**config.mk**
```make
export PLATFORM = sky130hd
export DESIGN_NAME = fft_frame_seq_flat
export DESIGN_NICKNAME = d
export VERILOG_FILES = /design/src/rtl/fft_frame_seq_pkg.sv /design/src/rtl/fft_frame_seq_if.sv /design/src/rtl/fft_frame_seq_mod_counter.sv /design/src/rtl/fft_frame_seq.sv /design/src/flat_wrapper.sv
export SDC_FILE = /design/constraint.sdc
export NUM_CORES = 1
export LEC_CHECK = 0
export CAP_MARGIN = 20
export CORE_MARGIN = 2
export CORE_UTILIZATION = 40
export DETAILED_ROUTE_END_ITERATION = 8
export HOLD_SLACK_MARGIN = 0.05
export PLACE_DENSITY = 0.63
export REMOVE_ABC_BUFFERS = 1
export SLEW_MARGIN = 20
export SYNTH_ARGS = -nofsm -noshare
export SYNTH_HDL_FRONTEND = slang
export SYNTH_SLANG_ARGS = --single-unit
```
**constraint.sdc**
```tcl
create_clock -name clk -period 1.8 [get_ports clk]
set_input_delay 0.45 -clock clk [delete_from_list [all_inputs] [get_ports clk]]
set_output_delay 0.45 -clock clk [all_outputs]
set_load 0.01 [all_outputs]
```
**src/rtl/fft_frame_seq_pkg.sv**
```systemverilog
// Shared types and width helper for the FFT frame sequencer.
package fft_frame_pkg;

    typedef enum logic [2:0] {
        IDLE  = 3'd0,
        FILL  = 3'd1,
        WAIT  = 3'd2,
        LOAD  = 3'd3,
        DRAIN = 3'd4
    } state_t;

    // Counter width for n states; never below one bit so CORE_LAT of 0 or 1 still elaborates.
    function automatic int cnt_width(input int n);
        return (n > 1) ? $clog2(n) : 1;
    endfunction

endpackage

```
**src/rtl/fft_frame_seq_if.sv**
```systemverilog
// Control/status bundle between a frame controller (master) and the sequencer (slave).
interface fft_frame_seq_if #(
    parameter int N_POINTS = 16
);
    import fft_frame_pkg::*;

    localparam int CNT_W = cnt_width(N_POINTS);

    logic             start;
    logic             cont;
    logic             stop;
    logic             sipo_en;
    logic             piso_load;
    logic             piso_en;
    logic             out_valid;
    logic [CNT_W-1:0] sample_idx;
    logic             frame_done;
    logic             busy;

    modport master (
        output start, cont, stop,
        input  sipo_en, piso_load, piso_en, out_valid, sample_idx, frame_done, busy
    );

    modport slave (
        input  start, cont, stop,
        output sipo_en, piso_load, piso_en, out_valid, sample_idx, frame_done, busy
    );

endinterface

```
**src/rtl/fft_frame_seq_mod_counter.sv**
```systemverilog
// Clearable up-counter with terminal-count flag against a runtime limit; exposes its next value.
module fft_mod_counter #(
    parameter int W = 4
) (
    input  logic         clk,
    input  logic         rst_n,
    input  logic         clr,
    input  logic         en,
    input  logic [W-1:0] limit,
    output logic [W-1:0] count_nxt,
    output logic         tc
);

    logic [W-1:0] count_r;

    // Next count: clear beats enable, otherwise hold.
    always_comb begin
        if (clr) begin
            count_nxt = {W{1'b0}};
        end else if (en) begin
            count_nxt = count_r + W'(1'b1);
        end else begin
            count_nxt = count_r;
        end
    end

    assign tc = (count_r == limit);

    // Count register.
    always_ff @(posedge clk or negedge rst_n) begin
        if (!rst_n) begin
            count_r <= {W{1'b0}};
        end else begin
            count_r <= count_nxt;
        end
    end

endmodule

```
**src/rtl/fft_frame_seq.sv**
```systemverilog
// N-point FFT frame sequencer: FILL -> WAIT -> LOAD -> DRAIN clock enables for SIPO/PISO.
// Define FFT_FRAME_SEQ_OVERLAP_EN to overlap the next frame's fill with the current drain in continuous mode.
module fft_frame_seq
    import fft_frame_pkg::*;
#(
    parameter int  N_POINTS = 16,
    parameter int  CORE_LAT = 2,
    localparam int CNT_W    = cnt_width(N_POINTS)
) (
    input  logic           clk,
    input  logic           rst_n,
    fft_frame_seq_if.slave bus
);

    localparam int               WAIT_W    = cnt_width(CORE_LAT);
    localparam logic [CNT_W-1:0]  CNT_LAST  = CNT_W'(N_POINTS - 1);
    localparam logic [WAIT_W-1:0] WAIT_LAST = WAIT_W'((CORE_LAT > 0) ? CORE_LAT - 1 : 0);
    localparam state_t            POST_FILL = (CORE_LAT > 0) ? WAIT : LOAD;
`ifdef FFT_FRAME_SEQ_OVERLAP_EN
    localparam bit OVERLAP = 1'b1;
`else
    localparam bit OVERLAP = 1'b0;
`endif

    state_t            state_r, state_nxt;
    logic              cnt_clr, cnt_en, cnt_tc;
    logic              wait_clr, wait_en, wait_tc;
    logic [CNT_W-1:0]  cnt_nxt;
    logic [WAIT_W-1:0] wait_nxt_unused;
    logic              ovl_r, ovl_nxt;
    logic              sipo_nxt;

    logic              sipo_en_r, piso_load_r, piso_en_r, frame_done_r, busy_r;
    logic [CNT_W-1:0]  sample_idx_r;

    fft_mod_counter #(.W(CNT_W)) u_sample_cnt (
        .clk       (clk),
        .rst_n     (rst_n),
        .clr       (cnt_clr),
        .en        (cnt_en),
        .limit     (CNT_LAST),
        .count_nxt (cnt_nxt),
        .tc        (cnt_tc)
    );

    fft_mod_counter #(.W(WAIT_W)) u_wait_cnt (
        .clk       (clk),
        .rst_n     (rst_n),
        .clr       (wait_clr),
        .en        (wait_en),
        .limit     (WAIT_LAST),
        .count_nxt (wait_nxt_unused),
        .tc        (wait_tc)
    );

    // Next-state and counter control; ovl_r tracks whether every drain cycle also filled the next frame.
    always_comb begin
        state_nxt = state_r;
        cnt_clr   = 1'b0;
        cnt_en    = 1'b0;
        wait_clr  = 1'b0;
        wait_en   = 1'b0;
        ovl_nxt   = ovl_r;
        if (bus.stop) begin
            state_nxt = IDLE;
            cnt_clr   = 1'b1;
            wait_clr  = 1'b1;
            ovl_nxt   = 1'b0;
        end else begin
            case (state_r)
                IDLE: begin
                    if (bus.start) begin
                        state_nxt = FILL;
                        cnt_clr   = 1'b1;
                    end else begin
                        state_nxt = IDLE;
                    end
                end
                FILL: begin
                    if (cnt_tc) begin
                        state_nxt = POST_FILL;
                        cnt_clr   = 1'b1;
                        wait_clr  = 1'b1;
                    end else begin
                        cnt_en    = 1'b1;
                    end
                end
                WAIT: begin
                    if (wait_tc) begin
                        state_nxt = LOAD;
                        wait_clr  = 1'b1;
                    end else begin
                        wait_en   = 1'b1;
                    end
                end
                LOAD: begin
                    state_nxt = DRAIN;
                    cnt_clr   = 1'b1;
                    ovl_nxt   = OVERLAP && bus.cont;
                end
                DRAIN: begin
                    if (cnt_tc) begin
                        cnt_clr  = 1'b1;
                        wait_clr = 1'b1;
                        ovl_nxt  = 1'b0;
                        if (bus.cont || bus.start) begin
                            state_nxt = ovl_r ? POST_FILL : FILL;
                        end else begin
                            state_nxt = IDLE;
                        end
                    end else begin
                        cnt_en  = 1'b1;
                        ovl_nxt = ovl_r && bus.cont;
                    end
                end
                default: begin
                    state_nxt = IDLE;
                    cnt_clr   = 1'b1;
                    wait_clr  = 1'b1;
                    ovl_nxt   = 1'b0;
                end
            endcase
        end
        sipo_nxt = (state_nxt == FILL) || ((state_nxt == DRAIN) && ovl_nxt);
    end

    // State and output registers; outputs are the Moore decode of the next state.
    always_ff @(posedge clk or negedge rst_n) begin
        if (!rst_n) begin
            state_r      <= IDLE;
            ovl_r        <= 1'b0;
            sipo_en_r    <= 1'b0;
            piso_load_r  <= 1'b0;
            piso_en_r    <= 1'b0;
            frame_done_r <= 1'b0;
            busy_r       <= 1'b0;
            sample_idx_r <= {CNT_W{1'b0}};
        end else begin
            state_r      <= state_nxt;
            ovl_r        <= ovl_nxt;
            sipo_en_r    <= sipo_nxt;
            piso_load_r  <= (state_nxt == LOAD);
            piso_en_r    <= (state_nxt == DRAIN);
            frame_done_r <= (state_nxt == DRAIN) && (cnt_nxt == CNT_LAST);
            busy_r       <= (state_nxt != IDLE);
            sample_idx_r <= ((state_nxt == FILL) || (state_nxt == DRAIN)) ? cnt_nxt : {CNT_W{1'b0}};
        end
    end

    assign bus.sipo_en    = sipo_en_r;
    assign bus.piso_load  = piso_load_r;
    assign bus.piso_en    = piso_en_r;
    assign bus.out_valid  = piso_en_r;
    assign bus.frame_done = frame_done_r;
    assign bus.busy       = busy_r;
    assign bus.sample_idx = sample_idx_r;

endmodule
```
**src/flat_wrapper.sv**
```systemverilog
// flat-port wrapper written by rule: the top's interface ports become plain ports
module fft_frame_seq_flat import fft_frame_pkg::*;
#(
    parameter int  N_POINTS = 16,
    parameter int  CORE_LAT = 2,
    localparam int CNT_W    = cnt_width(N_POINTS)
)
  (clk, rst_n, bus_start, bus_cont, bus_stop, bus_sipo_en, bus_piso_load, bus_piso_en, bus_out_valid, bus_sample_idx, bus_frame_done, bus_busy);
  fft_frame_seq_if #(.N_POINTS(N_POINTS)) bus_i ();
  input  logic clk;
  input  logic rst_n;
  input wire logic [$bits(bus_i.start)-1:0] bus_start;
  input wire logic [$bits(bus_i.cont)-1:0] bus_cont;
  input wire logic [$bits(bus_i.stop)-1:0] bus_stop;
  output wire logic [$bits(bus_i.sipo_en)-1:0] bus_sipo_en;
  output wire logic [$bits(bus_i.piso_load)-1:0] bus_piso_load;
  output wire logic [$bits(bus_i.piso_en)-1:0] bus_piso_en;
  output wire logic [$bits(bus_i.out_valid)-1:0] bus_out_valid;
  output wire logic [$bits(bus_i.sample_idx)-1:0] bus_sample_idx;
  output wire logic [$bits(bus_i.frame_done)-1:0] bus_frame_done;
  output wire logic [$bits(bus_i.busy)-1:0] bus_busy;
  assign bus_i.start = bus_start;
  assign bus_i.cont = bus_cont;
  assign bus_i.stop = bus_stop;
  assign bus_sipo_en = bus_i.sipo_en;
  assign bus_piso_load = bus_i.piso_load;
  assign bus_piso_en = bus_i.piso_en;
  assign bus_out_valid = bus_i.out_valid;
  assign bus_sample_idx = bus_i.sample_idx;
  assign bus_frame_done = bus_i.frame_done;
  assign bus_busy = bus_i.busy;
  fft_frame_seq #(.N_POINTS(N_POINTS), .CORE_LAT(CORE_LAT)) u_core (.clk(clk), .rst_n(rst_n), .bus(bus_i));
endmodule
```
==> impl_metrics.ini <==
[drt]
vias = 902
routed_wirelength_microns = 2350
initialDrtViolationCount = 8
detail_route.drc_violations = 0
viasPerCell = 5.34
first_pass_iters = 4
ant_nets = 0
post_drt_wl_per_cell_microns = 13.9

[sta]
fmax_mhz = 582
setup_violations = 0
finalCriticalPeriod_ps = 1720
tightest_slew_ps = 346
hold_violations = 0
worst_clock_skew_ps = 5.78
relSlewSlack_pct = 76.8
report.final.slew_viol_count = 0
min_period_over_period_pct = 95.4
final.setup.worst_slack_ps = 82.8
tns_ps = 0

[worst_setup_path]
worstPathArrival_ps = 1880
crit_slowest_cell = dfrtp_1
criticalPathCategory = reg -> reg
worst-path-max-fanout = 4
worstSetupEndpointType = flop
crit_buf_inv = 2
crit_family = compound AO/OA/AOI/OAI gates
cp-startpoint = u_core.u_sample_cnt.count_r[1]
crit_required_ps = 1960
start_kind = flop
timing.rr.start = u_core.u_sample_cnt.count_r[1]
ff2ff_setup_slack_ps = 80
slowest_delay_ps = 400
reg2reg_to = u_core.bus.busy
reg2reg_depth = 7
path_cells = ha_2, buf_6, and3_4, buf_4, a21oi_1, a2bb2oi_2, o211ai_1

[global_route]
first_global_vias = 816
grt_max_degree = 19
antenna_found_initial = 0
grt_overflow = 0
grt_use_total_pct = 17.4
grt_pass1_wl_microns = 3690

[final_layout]
syn2layout_area_growth_pct = 40.3
diodes = 0
drive_gt1_share_pct = 36.7
finalNetCount = 147
design_area_sq_um = 1430
layout.cells.non_filler = 169

[yosys]
synthCells = 101
syn_area_per_cell_sq_um = 10.1
synth_edf_count = 0
synth.distinct_cells = 47
ys_seq_area_share_pct = 44.1
yosysWarnings = 0
netlist_area_sq_um = 1020
synthArstFlopShare_pct = 100
ys.flop_type = dfrtp_1
synth_seq_cells = 18

[outcome]
status = finished clean

[clock_tree]
clk_path_buf_depth = 2
clockRootBuffer = clkbuf_4
cts.sinks = 18
numCtsBuffers = 3
cts_tree = yes
htreeDepth = 1
clkTransAtPathRegs_ps = 100
clk_latency_ps = 280
cts_hold_repair.buffers = 0

[floorplanning]
boundaryPins = 15
rows = 18
coreArea_sq_um = 2450
initial_utilization_pct = 41.6
die_h_microns = 54.6
die_w_microns = 54.6
die-area_sq_um = 2980

[placement]
io_buffers = 14
globalplace.congestion = 0.809
placed_cells = 163
hpwl_microns = 1700
placed_area_sq_um = 1340
dp_slack_ps = -226

[power]
power_mw = 0.740
ir_drop_mv = 0.322
p_leak_nw = 0.631
power.density_nw_per_um2 = 516

[min_path]
min_path_type = in -> async

[run]
cap_viol_max_count = 0
state kept, by name (all words and copies together) (netlist names):
signal and cells:
u_core.bus.sipo_en 1, u_core.bus.busy 1, u_core.u_sample_cnt.count_r 4, u_core.bus.frame_done 1
u_core.ovl_r 1, u_core.state_r 3, u_core.u_wait_cnt.count_r 1, u_core.bus.sample_idx 4
u_core.bus.out_valid 1, u_core.bus.piso_load 1
routing by layer:
layer / routed length, microns / vias up / GRT usage (%)
li1: - / 440 / -
met1: 1090 / 438 / 24.8
met2: 1120 / 18 / 27.1
met3: 75 / 6 / 2.46
met4: 54 / 0 / 5.83
met5: 0 / - / 0
cells in the mapped netlist (all sizes together) (2+ instances only):
master | number | area [sq um]
nor2 | 9 | 33.8
inv | 5 | 18.8
a31oi | 2 | 12.5
nor3b | 2 | 15.0
nor3 | 6 | 35.0
buf | 5 | 36.3
or2 | 3 | 18.8
a21oi | 9 | 48.8
xor2 | 2 | 17.5
and3 | 2 | 12.5
nand2b | 2 | 12.5
nor4 | 3 | 40.0
nand3 | 5 | 25.0
nor2b | 2 | 12.5
nand2 | 3 | 13.8
dfrtp | 18 | 450
xnor2 | 2 | 25.0
metrics by stage:
stage	hold WS [ps]	utilization (%)
2_1_floorplan	154	-
3_3_place_gp	548	54.6
3_5_place_dp	583	54.6
4_1_cts	502	55.5
5_1_grt	523	58.4
6_report	489	58.4
layout by cell type, fill, tap and decap left out, types with 2 or more instances in the layout:
| cell type | count |
|---|---|
| dfrtp_2 | 3 |
| a21oi_1 | 8 |
| or2_1 | 2 |
| nor4_4 | 2 |
| inv_1 | 5 |
| dfrtp_1 | 15 |
| nor2b_1 | 2 |
| nand2b_1 | 2 |
| nor3_2 | 2 |
| nor3_1 | 4 |
| xor2_1 | 2 |
| buf_4 | 26 |
| nand2_1 | 2 |
| clkbuf_4 | 3 |
| nor2_1 | 8 |
| nand3_1 | 5 |
| clkdlybuf4s50_1 | 14 |
worst register-to-register path, delay by kind of cell (launching register included):
| kind | cells | cell delay [ps] |
|---|---|---|
| AOI/OAI and AO/OA | 3 | 560 |
| adders and majority gates | 1 | 220 |
| DFF | 1 | 400 |
| and+or+nand+nor | 1 | 160 |
| buffers and inverters | 2 | 270 |
area by class of cell:
type	count	area (sq um)
flip-flops and latches	18	454
inverters	5	18.8
fillers	220	1020
repair buffers	41	347
well taps	30	37.5
clock buffers	3	22.5
multi-input cells	72	554
worst max-delay path by stage:
stage | depth (start not counted) | to
floorplan | 5 | u_core.bus.sipo_en
global route | 7 | u_core.bus.frame_done
finish | 7 | u_core.bus.busy
CTS | 7 | u_core.bus.frame_done
global placement | 5 | u_core.bus.frame_done
detailed placement | 6 | u_core.bus.sipo_en
cells by family (layout without fill, tap and decap cells):
kind of cell	count (synthesis)	after routing	share of synthesized area [%]
buffers and inverters	11	49	5.75
muxes	1	1	0.979
xor gates and xnor gates	4	4	4.16
AOI/OAI and AO/OA	22	22	15.9
adders and majority gates	1	1	1.22
and+or+nand+nor	44	44	27.9
DFF	18	18	44.1
power breakdown:
group | switching [mW] | total (mW) | internal, mW
clock | 0.115 | 0.192 | 0.0774
sequential | 0.0105 | 0.425 | 0.414
combinational | 0.0591 | 0.123 | 0.0636
total | 0.185 | 0.740 | 0.555
timing repair:
| item | in CTS | in global routing |
|---|---|---|
| setup endpoints to repair | 0 | 7 |
| setup buffers | 0 | 3 |
| endpoints found under the hold margin | 0 | 0 |
| resized for setup | 0 | 13 |
Power figures use the tool's default switching activity.
